[src/rtl/mlp_act_pingpong_mem_if.sv]
// Bus bundle between the activation/weight store and its host loader and MAC array.
// The store uses the slave modport; the host/MAC side uses the master modport.
interface mlp_act_pingpong_mem_if #(
   parameter int L  = 2,
   parameter int N  = 2,
   parameter int QM = 3,
   parameter int QN = 5,
   parameter int WM = 3,
   parameter int WN = 5
);
   localparam int AW  = QM + QN;
   localparam int WW  = WM + WN;
   localparam int NLW = $clog2(L + 1);
   localparam int LIW = (L > 1) ? $clog2(L) : 1;

   // host load channel
   logic                                  load_valid;
   logic                                  load_ready;
   logic [N-1:0][AW-1:0]                  x;
   logic [L-1:0][N-1:0][N-1:0][WW-1:0]    w;
   logic [L-1:0][N-1:0][AW-1:0]           b;

   // run control
   logic                                  start;
   logic [NLW-1:0]                        num_layers;

   // operand read channel towards the MAC
   logic                                  rd_valid;
   logic                                  rd_ready;
   logic [N-1:0][AW-1:0]                  inputs;
   logic [N-1:0][N-1:0][WW-1:0]           weights;
   logic [N-1:0][AW-1:0]                  bias;

   // result write channel from the MAC
   logic                                  wr_valid;
   logic                                  wr_ready;
   logic [N-1:0][AW-1:0]                  result;

   // status
   logic [LIW-1:0]                        layer_idx;
   logic                                  busy;
   logic                                  done;
   logic                                  err;
   logic [N-1:0][AW-1:0]                  y;

   modport slave (
      input  load_valid, x, w, b, start, num_layers, rd_ready, wr_valid, result,
      output load_ready, rd_valid, inputs, weights, bias, wr_ready,
             layer_idx, busy, done, err, y
   );

   modport master (
      output load_valid, x, w, b, start, num_layers, rd_ready, wr_valid, result,
      input  load_ready, rd_valid, inputs, weights, bias, wr_ready,
             layer_idx, busy, done, err, y
   );
endinterface

[src/rtl/mlp_act_pingpong_mem.sv]
// Layer-serial MLP activation/weight store: holds weights, biases and two
// activation banks, and sequences layers towards the MAC array with
// valid/ready handshakes. Results of hidden layers may be ReLU'd.
module mlp_act_pingpong_mem #(
   parameter int L    = 2,
   parameter int N    = 2,
   parameter int QM   = 3,
   parameter int QN   = 5,
   parameter int WM   = 3,
   parameter int WN   = 5,
   parameter int RELU = 1
) (
   input  logic                    clk,
   input  logic                    rst,
   mlp_act_pingpong_mem_if.slave   bus
);
   localparam int AW  = QM + QN;
   localparam int WW  = WM + WN;
   localparam int NLW = $clog2(L + 1);
   localparam int LIW = (L > 1) ? $clog2(L) : 1;

   localparam logic [1:0] S_IDLE  = 2'd0;
   localparam logic [1:0] S_ISSUE = 2'd1;
   localparam logic [1:0] S_WAIT  = 2'd2;
   localparam logic [1:0] S_DONE  = 2'd3;

   logic [1:0]                         state_reg;
   logic                               sel_reg;
   logic [LIW-1:0]                     layer_idx_reg;
   logic [NLW-1:0]                     num_layers_reg;
   logic                               err_reg;

   // x_reg keeps the loaded network input so every run can restart from it,
   // even though the final layer of a two-layer run lands back in bank0.
   logic [N-1:0][AW-1:0]               x_reg;
   logic [N-1:0][AW-1:0]               bank0_reg;
   logic [N-1:0][AW-1:0]               bank1_reg;
   logic [N-1:0][AW-1:0]               y_reg;
   logic [L-1:0][N-1:0][N-1:0][WW-1:0] w_reg;
   logic [L-1:0][N-1:0][AW-1:0]        b_reg;

   logic                               load_fire;
   logic                               start_fire;
   logic                               start_ok;
   logic                               wr_fire;
   logic                               last_layer;
   logic [N-1:0][AW-1:0]               relu_result;
   logic [N-1:0][AW-1:0]               wr_data;

   // A load in the same cycle as start wins; start is then ignored.
   assign load_fire  = (state_reg == S_IDLE) && bus.load_valid;
   assign start_fire = (state_reg == S_IDLE) && !bus.load_valid && bus.start;
   assign start_ok   = (bus.num_layers != '0) && (int'(bus.num_layers) <= L);
   assign wr_fire    = (state_reg == S_WAIT) && bus.wr_valid;
   assign last_layer = (int'(layer_idx_reg) == int'(num_layers_reg) - 1);

   // ReLU is a pure sign-bit test: negative elements become zero.
   generate
      for (genvar gi = 0; gi < N; gi++) begin : g_relu
         assign relu_result[gi] = bus.result[gi][AW-1] ? '0 : bus.result[gi];
      end
   endgenerate

   // The final layer is never rectified.
   assign wr_data = ((RELU != 0) && !last_layer) ? relu_result : bus.result;

   // Layer sequencer: IDLE -> ISSUE -> WAIT -> (ISSUE | DONE) -> IDLE.
   always_ff @(posedge clk or posedge rst) begin
      if (rst) begin
         state_reg      <= S_IDLE;
         sel_reg        <= 1'b0;
         layer_idx_reg  <= '0;
         num_layers_reg <= '0;
         err_reg        <= 1'b0;
      end else begin
         err_reg <= 1'b0;
         case (state_reg)
            S_IDLE: begin
               if (load_fire) begin
                  sel_reg <= 1'b0;
               end else if (start_fire) begin
                  if (start_ok) begin
                     num_layers_reg <= bus.num_layers;
                     layer_idx_reg  <= '0;
                     sel_reg        <= 1'b0;
                     state_reg      <= S_ISSUE;
                  end else begin
                     err_reg <= 1'b1;
                  end
               end
            end
            S_ISSUE: begin
               if (bus.rd_ready) begin
                  state_reg <= S_WAIT;
               end
            end
            S_WAIT: begin
               if (bus.wr_valid) begin
                  sel_reg <= ~sel_reg;
                  if (last_layer) begin
                     state_reg <= S_DONE;
                  end else begin
                     layer_idx_reg <= layer_idx_reg + LIW'(1);
                     state_reg     <= S_ISSUE;
                  end
               end
            end
            S_DONE: begin
               state_reg <= S_IDLE;
            end
            default: begin
               state_reg <= S_IDLE;
            end
         endcase
      end
   end

   // Data stores: host load, bank0 restore at start, ping-pong result writes, final y.
   always_ff @(posedge clk or posedge rst) begin
      if (rst) begin
         x_reg     <= '0;
         bank0_reg <= '0;
         bank1_reg <= '0;
         y_reg     <= '0;
         w_reg     <= '0;
         b_reg     <= '0;
      end else begin
         if (load_fire) begin
            x_reg     <= bus.x;
            bank0_reg <= bus.x;
            w_reg     <= bus.w;
            b_reg     <= bus.b;
         end else if (start_fire && start_ok) begin
            bank0_reg <= x_reg;
         end
         if (wr_fire) begin
            if (sel_reg) begin
               bank0_reg <= wr_data;
            end else begin
               bank1_reg <= wr_data;
            end
            if (last_layer) begin
               y_reg <= bus.result;
            end
         end
      end
   end

   assign bus.load_ready = (state_reg == S_IDLE);
   assign bus.rd_valid   = (state_reg == S_ISSUE);
   assign bus.wr_ready   = (state_reg == S_WAIT);
   assign bus.busy       = (state_reg != S_IDLE);
   assign bus.done       = (state_reg == S_DONE);
   assign bus.err        = err_reg;
   assign bus.layer_idx  = layer_idx_reg;
   assign bus.y          = y_reg;
   assign bus.inputs     = sel_reg ? bank1_reg : bank0_reg;
   assign bus.weights    = w_reg[layer_idx_reg];
   assign bus.bias       = b_reg[layer_idx_reg];
endmodule

[src/flat_wrapper.sv]
// flat-port wrapper written by rule: the top's interface ports become plain ports
module mlp_act_pingpong_mem_flat 
#(
   parameter int L    = 2,
   parameter int N    = 2,
   parameter int QM   = 3,
   parameter int QN   = 5,
   parameter int WM   = 3,
   parameter int WN   = 5,
   parameter int RELU = 1
)
  (clk, rst, bus_load_valid, bus_x, bus_w, bus_b, bus_start, bus_num_layers, bus_rd_ready, bus_wr_valid, bus_result, bus_load_ready, bus_rd_valid, bus_inputs, bus_weights, bus_bias, bus_wr_ready, bus_layer_idx, bus_busy, bus_done, bus_err, bus_y);
  mlp_act_pingpong_mem_if #(.L(L), .N(N), .QM(QM), .QN(QN), .WM(WM), .WN(WN)) bus_i ();
  input  logic clk;
  input  logic rst;
  input wire logic [$bits(bus_i.load_valid)-1:0] bus_load_valid;
  input wire logic [$bits(bus_i.x)-1:0] bus_x;
  input wire logic [$bits(bus_i.w)-1:0] bus_w;
  input wire logic [$bits(bus_i.b)-1:0] bus_b;
  input wire logic [$bits(bus_i.start)-1:0] bus_start;
  input wire logic [$bits(bus_i.num_layers)-1:0] bus_num_layers;
  input wire logic [$bits(bus_i.rd_ready)-1:0] bus_rd_ready;
  input wire logic [$bits(bus_i.wr_valid)-1:0] bus_wr_valid;
  input wire logic [$bits(bus_i.result)-1:0] bus_result;
  output wire logic [$bits(bus_i.load_ready)-1:0] bus_load_ready;
  output wire logic [$bits(bus_i.rd_valid)-1:0] bus_rd_valid;
  output wire logic [$bits(bus_i.inputs)-1:0] bus_inputs;
  output wire logic [$bits(bus_i.weights)-1:0] bus_weights;
  output wire logic [$bits(bus_i.bias)-1:0] bus_bias;
  output wire logic [$bits(bus_i.wr_ready)-1:0] bus_wr_ready;
  output wire logic [$bits(bus_i.layer_idx)-1:0] bus_layer_idx;
  output wire logic [$bits(bus_i.busy)-1:0] bus_busy;
  output wire logic [$bits(bus_i.done)-1:0] bus_done;
  output wire logic [$bits(bus_i.err)-1:0] bus_err;
  output wire logic [$bits(bus_i.y)-1:0] bus_y;
  assign bus_i.load_valid = bus_load_valid;
  assign bus_i.x = bus_x;
  assign bus_i.w = bus_w;
  assign bus_i.b = bus_b;
  assign bus_i.start = bus_start;
  assign bus_i.num_layers = bus_num_layers;
  assign bus_i.rd_ready = bus_rd_ready;
  assign bus_i.wr_valid = bus_wr_valid;
  assign bus_i.result = bus_result;
  assign bus_load_ready = bus_i.load_ready;
  assign bus_rd_valid = bus_i.rd_valid;
  assign bus_inputs = bus_i.inputs;
  assign bus_weights = bus_i.weights;
  assign bus_bias = bus_i.bias;
  assign bus_wr_ready = bus_i.wr_ready;
  assign bus_layer_idx = bus_i.layer_idx;
  assign bus_busy = bus_i.busy;
  assign bus_done = bus_i.done;
  assign bus_err = bus_i.err;
  assign bus_y = bus_i.y;
  mlp_act_pingpong_mem #(.L(L), .N(N), .QM(QM), .QN(QN), .WM(WM), .WN(WN), .RELU(RELU)) u_core (.clk(clk), .rst(rst), .bus(bus_i));
endmodule
[config.mk]
export PLATFORM = sky130hd
export DESIGN_NAME = mlp_act_pingpong_mem_flat
export DESIGN_NICKNAME = d
export VERILOG_FILES = /design/src/rtl/mlp_act_pingpong_mem_if.sv /design/src/rtl/mlp_act_pingpong_mem.sv /design/src/flat_wrapper.sv
export SDC_FILE = /design/constraint.sdc
export NUM_CORES = 1
export LEC_CHECK = 0
export CORE_UTILIZATION = 51
export CTS_CLUSTER_DIAMETER = 40
export DETAILED_ROUTE_END_ITERATION = 12
export PLACE_DENSITY = 0.87
export SYNTH_ARGS = -nofsm -noshare
export SYNTH_HDL_FRONTEND = slang
export SYNTH_SLANG_ARGS = --single-unit
[constraint.sdc]
create_clock -name clk -period 14.7 [get_ports clk]
set_input_delay 2.94 -clock clk [delete_from_list [all_inputs] [get_ports clk]]
set_output_delay 2.94 -clock clk [all_outputs]
set_load 0.01 [all_outputs]
### After elaboration in Yosys (flattened, before gate mapping)

Cells that the tools add are included.

* register bits: 167
* bits in latches: 0
* memory bits (writable): 0
* memory bits (read-only): 0
* input bits: 136
* output and inout bits: 87
* logic and storage cells: 92
* memories: 0

* $add $sub $neg: 2
* multiply operators: 0
* div/mod/pow operators: 0
* order comparisons: 2
* equal/unequal tests: 12
* shift-type cells: 0
* multiplexer cells: 32
* bitwise operators: 2
* reductions and logical operators: 17

Operator list (number)
* $mux 16: 8
* $mux 32: 2
* $eq 2x32->1: 1
* $mux 7: 2
* $mux 2: 6
* $mux 1: 11
* $ne 2x2->1 const B: 4
* $pmux 2 s4: 1
* $reduce_and 4->1: 2
* $logic_and 1x1->1: 6
* $ne 3x1->1 const B: 2
* $reduce_and 6->1: 1
* $reduce_bool 2->1: 3
* $reduce_and 5->1: 1
* $eq 2x2->1 const B: 2
* $ne 2x1->1 const B: 2
* $pmux 1 s2: 2
* $reduce_and 2->1: 2
* $sub 2x1->3 const B: 1
* $eq 2x1->1 const B: 1
* $le 2x2->1 const B: 1
* $logic_not 2->1: 1
* $lt 1x2->1 const B: 1
* $not 1->1: 2
* other kinds (2): 2

### Longest topological paths before layout

Gate-level depths: netlist of the first run.

* word-level depth: 8
* mapped depth: 7
* depth with buffers taken out: 6

### Least setup slack after synthesis of the first run

OpenSTA, ideal clock, no wires.

* path type: flip-flop to output port
* from: register u_core.layer_idx_reg (netlist: u_core.bus.layer_idx)
* to: output port bus_weights[13]
* arrival: 1.289 ns
* data required time: 11.760 ns
* setup slack: 10.471 ns
* stages on the path, launching flop included: 4
* path buffers: 2
* cell sequence: dfrtp_1 > buf_2 > buf_1 > mux2_2

* longest elaborated chain between the ends: 2

RTL lines
* start: declaration: RTL line mlp_act_pingpong_mem.sv:29 `logic [LIW-1:0] layer_idx_reg;`
* start signal: assignment: RTL line mlp_act_pingpong_mem.sv:103 `layer_idx_reg <= layer_idx_reg + LIW'(1);`
* $mux 32 (implied by the code) (2 in a row): RTL line mlp_act_pingpong_mem.sv:158 `assign bus.weights = w_reg[layer_idx_reg];`
* end: declaration: RTL line flat_wrapper.sv:28 `output wire logic [$bits(bus_i.weights)-1:0] bus_weights;`

Every way passes these cells. The select of a mux whose other input is x is not followed.

### Final worst setup path of the first run

* from: register u_core.layer_idx_reg (netlist: u_core.bus.layer_idx)
* to: output port bus_weights[27]

The elaborated chain is that of the path after synthesis.

==> results of run 1 <==
## kinds of logic (layout without fill, tap and decap cells)
family / count (synthesis) / in the layout / share of synthesized area [%]
AND/OR/NAND/NOR: 74 / 74 / 4.65
multiplexers: 192 / 192 / 28.6
XOR/XNOR: 2 / 2 / 0.331
adder cells (fa/ha/maj): 1 / 1 / 0.165
flip-flops: 167 / 167 / 55.3
AO/OA/AOI/OAI: 83 / 83 / 7.66
buffers and inverters: 42 / 265 / 3.34
## stage by stage
stage	util [%]	area, um^2
2_1_floorplan	-	7560
3_3_place_gp	67.9	9830
3_5_place_dp	67.9	9830
4_1_cts	72.1	10400
5_1_grt	72.1	10400
6_report	72.1	10400
## final timing paths
check | end | slack [ns] | cells past startpoint
max reg2reg | u_core.x_reg[11] | 11.83 | 4
max | bus_weights[27] | 9.44 | 3
min | u_core.w_reg[51] | 0.48 | 1
min in group asynchronous | u_core.w_reg[44] | 3.02 | 2
min reg2reg | u_core.w_reg[51] | 0.48 | 1
max in group asynchronous | u_core.bus.layer_idx | 10.07 | 3
## synthesized netlist by cell type (3+ instances only)
cell type	instances
a21oi_1	21
a22oi_1	8
a22oi_2	10
a2bb2oi_1	14
buf_2	10
buf_6	10
clkbuf_1	11
dfrtp_1	167
inv_1	7
mux2_1	114
mux2_2	78
nand2_1	54
nand2b_1	3
nor2_1	4
o21ai_0	7
o21ai_1	18
## area by class of cell
class,instances,area [um^2]
repair buffers,226,2250
clock inverters,14,174
fillers,970,4040
multi-input cells,352,3140
well taps,184,230
inverters,7,31.3
flip-flops and latches,167,4180
clock buffers,18,439
## power by group through the flow
stage / Clock [mW] / Sequential [mW] / Combinational [mW]
after floorplan: 0 / 0.776 / 0.599
after global placement: 0 / 0.808 / 0.960
after detailed placement: 0 / 0.831 / 0.990
after CTS: 0.466 / 0.824 / 1.00
after global routing: 0.485 / 0.853 / 1.07
final: 0.457 / 0.826 / 0.986
## routing by layer
metal	GRT usage (%)	vias to the layer above
met5	0	-
met4	11.8	0
met3	7.78	37
met2	40.6	207
met1	28.2	2606
li1	-	2434
==> results.md, run 1 <==
- Most common cell after layout, fill and taps aside: clkdlybuf4s50_1
- Status: complete, no violations
- DR WL met2: 8850 um
- PnR worst setup slack: 9.44 ns
- Post-DRT Antenna Nets: 0
- Count of state elements after synthesis: between 150 and 200
- Net Sw Frac: 32.0%
- Relative max-transition margin: between 20% and 30%
- DR top layer: met4
- Critical path launch point: u_core.bus.layer_idx
- Tmin final: 5.26 ns
- Post-synth top area share: between 50% and 60%
- Sequential area share after synthesis: a little under three fifths
- Max-slew violations: 0
- Pre-CTS WS: 9.01 ns
- DRT iter0 DRCs: approximately 200
- Clock-pin slew of the registers on the worst-case setup and hold paths: 0.06 ns
- CP Launch Type: flop
- Skew-Pair Late Insertion Delay: roughly 0.42 ns
- Cell count after synthesis: 561
- Slowest stage delay, CP: 0.57 ns
- Hold-fix buffers, CTS: 0
- CTS Root Cell: clkbuf_16
- Data required, critical path: 11.76 ns
- Post-Syn Nets: 698
- Setup violators final: 0
- Sequential Power Share: 36.4%
- Total Routing Usage GR: 24.3%
- H-tree depth: 4
- Cell taking the most area after synthesis: dfrtp_1
- Cts bufs inserted: 17
- Die width: between 100 and 150 um
- Post-CTS sizing: 0
- Core region area: ~0.014 mm^2
- Minimum hold slack: ~0.48 ns
- Synth Warn #: 0
- Final Cycle Share: 35.8%
- Hold wc startpoint: u_core.w_reg[51]
- Maximum operating frequency: 0.190 GHz
- Post-DP HPWL: 12800 um
- Initial core utilization: 52.2%
- Met3 WL post-DR: 1380 um
- Most frequent cells in the layout: 222 x clkdlybuf4s50_1, 166 x dfrtp_1, 114 x mux2_1
- Via count: 5284
- Total power: ~2.3 mW
- Psw: 725 uW
- Post-CTS setup repair buffer count: 0
- LEAKAGE: 4.37 nW
- Die Y: 124 um
- DIE AREA: 0.0153 mm^2
- Asr flop ratio synth: 100%
- Crit path cell chain: buf_4, mux2_2, clkdlybuf4s50_1
- Unique masters post-synth: 37
- Final Hold Fails: 0
- DRT Pass-1 Iters: 4
- Largest register FFs: between 60 and 70
- First-pass GRT wire length: 28000 um
- PD cells: between 200 and 250 mW/mm^2
- Post-Place Cells: around 940
- Area growth syn-to-layout: 38.1%
- Cell-internal power: 1.54 mW
- Bufs on Longest Clock Path: 2
- R2r startpoint: u_core.state_reg[0]
- WL final: 17700 um
- DRC: 0
- Share of layout cells above drive strength 1: ~17%
- Setup Skew: between 0.008 and 0.009 ns
- M1 wire length: 6840 um
- Setup TNS Final: 0 ns
- Top cell family by delay on the critical path: buffers and inverters
- Avg Inst Size Synth: 13.5 um^2
- Clock network power share: between 20% and 30%
- Routability congestion estimate: 0.790
- Setup crit end kind: output port
- Top-Level Pins: between 200 and 250
- Worst-margin pin slew: 1.11 ns
- Largest net degree at the start of global routing: between 80 and 90
- Count of flip-flops with a built-in enable after synthesis: 0
- Comb power frac: 43.4%
- RSZ-0062 raised after global routing: false
- Top_reg_cell synth: dfrtp_1
- Peak VDD IR: 0.000130 V
- CP Buf/Inv Count: 2
- Number of global-route vias before repair: 5600
- CP Max Fanout: 52
- Mapped Area: 0.00756 mm^2
- Initial antenna violation count: 0
- Row Count: 44
- CTS tree: yes
- Post-route non-filler standard cell count: 968
- Nets: 908
- Clk sink count: 167
- Synth area leaders: dfrtp_1 55%, mux2_1 17%, mux2_2 12%
- IO buf count: between 200 and 250
- Max-Cap Viols: 0
- Via/cell ratio: 5.46
- Kind of critical path: reg -> out
- Hold WC Path Type: reg -> reg
- Critical-path top delay cell: buf_4
- Drt wl/cell: 18.3 um
- # diodes: 0
- Crit path arrival time: about 2.3 ns
- Overflow after GRT: 0
Note: power is estimated with default switching activity, not from simulation.
==> run 2: changes to the inputs <==
- CORE_UTILIZATION: 51 -> 43
- PLACE_DENSITY: 0.87 -> 0.79
- clock period: 14.7 -> 4.4 ns (I/O delays scaled with it)
==> results.md, run 2 (synthesis results as in run 1) <==
- Status: complete, no violations
- Critical path launch point: u_core.bus.layer_idx
- Hold-fix buffers, CTS: 0
- R2r startpoint: u_core.state_reg[0]
- Cts bufs inserted: 17
- DIE AREA: 0.0181 mm^2
- CP Launch Type: flop
- Skew-Pair Late Insertion Delay: 0.43 ns
- # diodes: 0
- Max-slew violations: 0
- Clk sink count: 167
- Peak VDD IR: approximately 0.00036 V
- Tmin final: 3.29 ns
- Largest register FFs: 64
- Setup TNS Final: 0 ns
- Bufs on Longest Clock Path: 2
- Via count: 5266
- H-tree depth: 4
- Core region area: 0.0172 mm^2
- First-pass GRT wire length: 29500 um
- PD cells: between 700 and 800 mW/mm^2
- Data required, critical path: 3.52 ns
- CTS tree: yes
- Largest net degree at the start of global routing: between 80 and 90
- Worst R2R Setup Slack: around 1.9 ns
- Nets: 911
- Final Hold Fails: 0
- Post-DP HPWL: 13400 um
- Area growth syn-to-layout: 39.7%
- Critical-path top delay cell: dfrtp_2
- Routability congestion estimate: 0.798
- Post-DRT Antenna Nets: 0
- Post-route non-filler standard cell count: 1012
- CP Max Fanout: 23
- Worst-margin pin slew: 1.10 ns
- Final Cycle Share: 74.9%
- Initial antenna violation count: 1
- Relative max-transition margin: 26.8%
- DRT iter0 DRCs: 190
- Post-CTS sizing: 0
- Overflow after GRT: 0
- Met2 global-route usage: 37.3%
- GR met1 Demand/Resource: between 20% and 30%
- Kind of critical path: reg -> out
- Die Y: 135 um
- DRT Pass-1 Iters: 4
- Most frequent cells in the layout: 222 x clkdlybuf4s50_1, 166 x dfrtp_1, 114 x mux2_1
- Number of global-route vias before repair: 5774
- Hold wc startpoint: u_core.bank1_reg[3]
- Hold WC Path Type: reg -> reg
- Maximum operating frequency: approximately 0.3 GHz
- Total Routing Usage GR: 21.1%
- Gr busiest metal: met2
- Post-Place Cells: 980
- Met3 Use GR: under 10%
- Post-CTS setup repair buffer count: 0
- Setup violators final: 0
- DRC: 0
- Top-Level Pins: 223
- WL final: 18200 um
- Die width: approximately 130 um
- Initial core utilization: 43.9%
- Crit path arrival time: approximately 2.4 ns
- Share of layout cells above drive strength 1: 17.3%
- Most common cell after layout, fill and taps aside: clkdlybuf4s50_1
- Clock-pin slew of the registers on the worst-case setup and hold paths: 0.06 ns
- Setup crit end kind: output port
- Max-Cap Viols: 0
- Via/cell ratio: approximately 5.2
- RSZ-0062 raised after global routing: false
- Slowest stage delay, CP: 0.75 ns
- CTS Root Cell: clkbuf_16
- Crit path cell chain: buf_4, mux2_2, clkdlybuf4s50_1
- IO buf count: roughly 220
- Row Count: 48
- LEAKAGE: 4.42 nW
- Setup Skew: 0.0117 ns
- Drt wl/cell: 18.0 um
[run 2: cell types whose count changed in the layout (fill, tap and decap cells not counted), sizes merged]
cell / delta
buf: +3
bufinv: +1
clkinv: -2
clkinvlp: -2
inv: +3
[run 2: layer usage]
layer / part of all wire, % / up-vias / routed length, um
met5: 0.093 / - / 17
met4: 1.9 / 2 / 347
met3: 6.8 / 33 / 1240
met2: 51 / 178 / 9270
met1: 40 / 2619 / 7360
li1: - / 2434 / -
[run 2: final cells by class]
cell class	count	area (um^2)
flip-flops and latches	167	4180
clock buffers	18	439
inverters	7	30.0
multi-input cells	352	3140
fillers	1279	6670
well taps	225	282
clock inverters	14	210
repair buffers	229	2290
[run 2: where the power goes]
part	switching, mW	internal [mW]	total, mW	leakage (nW)
registers	0.487	2.30	2.78	2.01
clock network	0.654	0.985	1.64	0.318
logic	1.31	1.96	3.27	2.09
total	2.45	5.24	7.69	4.42
[run 2: per-stage QoR]
step | worst slack [ns] | util, % | hold slack, ns | total power, mW | instance area (um^2)
after floorplan | 1.39 | - | 0.450 | 4.59 | 7570
after global placement | 1.36 | 57.5 | 0.462 | 5.94 | 9920
after detailed placement | 1.28 | 57.5 | 0.470 | 6.09 | 9920
after CTS | 1.05 | 61.3 | 0.487 | 7.76 | 10600
after global routing | 0.977 | 61.3 | 0.498 | 8.14 | 10600
final | 1.11 | 61.3 | 0.482 | 7.69 | 10600
[run 2: worst paths after layout]
path                                  endpoint  cells after the start
setup / recovery                bus_weights[5]                      3
hold / removal             u_core.bank1_reg[3]                      2
setup reg to reg           u_core.bank1_reg[9]                      4
hold reg to reg            u_core.bank1_reg[3]                      2
max in group asynchronous      u_core.x_reg[4]                      3
min in group asynchronous      u_core.x_reg[2]                      2
[run 2: critical path: cells and delay by family, from the launching register on]
| family | cells | cell delay, ns |
|---|---|---|
| mux | 1 | 0.37 |
| buf+inv | 2 | 0.86 |
| flops | 1 | 0.75 |
==> run 3: changes to the inputs <==
- clock period: 4.4 -> 2.73 ns (I/O delays scaled with it)
==> results.md, run 3 (synthesis results as in run 1) <==
- Reg area: 0.00418 mm^2
- Tmin final: 2.62 ns
- Via/cell ratio: 5.20
- Critical-path top delay cell: dfrtp_4
- Drt wl/cell: 18.5 um
- Most common cell after layout, fill and taps aside: clkdlybuf4s50_1
- Overflow after GRT: 0
- CP Buf/Inv Count: 2
- Die width: approximately 130 um
- Post-DP HPWL: 13700 um
- Number of global-route vias before repair: 5888
- Post-CTS setup repair buffer count: 0
- Max-Cap Viols: 0
- DIE AREA: 0.0181 mm^2
- Largest register FFs: 64
- Area after DPL: 0.0100 mm^2
- Worst-margin pin slew: 0.960 ns
- Area growth syn-to-layout: 40.0%
- CTS tree: yes
- Nets: 918
- Setup TNS Final: 0 ns
- CTS Root Cell: clkbuf_16
- Kind of critical path: reg -> out
- H-tree depth: 4
- Final Hold Fails: 0
- Final instance area: 0.0106 mm^2
- IO buf count: 222
- DRT iter0 DRCs: 223
- Filler cells: 1317
- Bufs on Longest Clock Path: 2
- Max-slew violations: 0
- Skew-Pair Late Insertion Delay: 0.42 ns
- Top cell family by delay on the critical path: buffers and inverters
- Row Count: 48
- # diodes: 0
- Setup violators final: 0
- Maximum operating frequency: 0.382 GHz
- Hold-fix buffers, CTS: 0
- Setup crit end kind: output port
- Top-Level Pins: 223
- DRC: 0
- Area occupied by multi-input gates: between 0.003 and 0.004 mm^2
- Most frequent cells in the layout: 213 x clkdlybuf4s50_1, 166 x dfrtp_1, 114 x mux2_1
- Relative max-transition margin: between 30 and 40%
- Data required, critical path: 2.18 ns
- Initial core utilization: 43.9%
- CP Launch Type: flop
- DRT Pass-1 Iters: 4
- Via count: 5301
- Die Y: 135 um
- Crit path arrival time: 2.07 ns
- Largest net degree at the start of global routing: 85
- LEAKAGE: between 4 and 5 nW
- Setup Skew: 0.00722 ns
- Cts bufs inserted: 17
- Total Routing Usage GR: 22.0%
- Crit path cell chain: clkbuf_16, mux2_2, clkdlybuf4s50_1
- Clock-pin slew of the registers on the worst-case setup and hold paths: 0.06 ns
- Core region area: 0.0172 mm^2
- RSZ-0062 raised after global routing: false
- PD cells: around 1100 mW/mm^2
- First-pass GRT wire length: 30700 um
- Slowest stage delay, CP: about 0.54 ns
- Peak VDD IR: 0.000649 V
- WL final: 18800 um
- CP Max Fanout: 22
- Share of layout cells above drive strength 1: 17.9%
- Status: complete, no violations
- Routability congestion estimate: 0.828
- Final Cycle Share: 96.0%
- Clk sink count: roughly 170
- Post-DRT Antenna Nets: 0
- Initial antenna violation count: 1
- Hold WC Path Type: reg -> reg
[run 3: timing repair]
| item | CTS | global route |
|---|---|---|
| endpoints found under the setup margin | 9 | 34 |
| hold endpoints to repair | 0 | 0 |
| resized for setup | 9 | 1 |
| cloned | 0 | 1 |
[run 3: cell type report]
class	instances	area share, %
tap	225	2.66
multi-input combinational	352	29.6
sequential	167	39.5
inverter	7	0.284
clock inverter	11	0.839
clock buffer	21	4.44
timing repair buffer	236	22.6
[run 3: path summary, 6_finish.rpt]
kind	cells after the start	slack (ns)	start	to
min in group asynchronous	3	0.62	rst	u_core.w_reg[46]
worst min-delay path	1	0.48	u_core.b_reg[26]	u_core.b_reg[26]
worst min register to register	1	0.48	u_core.b_reg[26]	u_core.b_reg[26]
max in group asynchronous	3	1.73	rst	u_core.b_reg[10]
worst max register to register	5	0.66	u_core.state_reg[0]	u_core.bank0_reg[7]
worst max-delay path	3	0.11	u_core.bus.layer_idx	bus_weights[11]
[run 3: where the power goes]
| group | switching [mW] | leakage (nW) | internal (mW) |
|---|---|---|---|
| sequential | 0.723 | 2.01 | 3.71 |
| combinational | 2.25 | 2.16 | 3.19 |
| clock | 1.03 | 0.267 | 1.25 |
| total | 4.00 | 4.44 | 8.15 |
[run 3: stage by stage]
step	hold WS (ns)	power, mW	worst slack (ns)	utilization [%]	std cells
6_report	0.480	12.2	0.110	61.4	1019
5_1_grt	0.497	12.9	0.0502	61.4	1019
4_1_cts	0.484	12.2	0.00144	61.3	1018
3_5_place_dp	0.470	9.94	0.154	58.1	986
3_3_place_gp	0.461	9.67	0.292	58.1	986
2_1_floorplan	0.450	7.40	0.0572	-	561
[run 3: layer usage]
layer  GRT usage [%]  vias up  part of all wire (%)
met2            39.1      174                    51
met4            7.99        2                   2.0
met5               0        -                 0.069
met1            24.3     2654                    40
li1                -     2439                     -
met3            7.70       32                   7.6
[run 3: worst register-to-register path, stage by stage, from the launching register on]
cell	delay (ns)
dfrtp_1	0.59
nor4b_2	0.56
and2_1	0.36
buf_4	0.23
a2bb2oi_1	0.12
a22oi_2	0.14
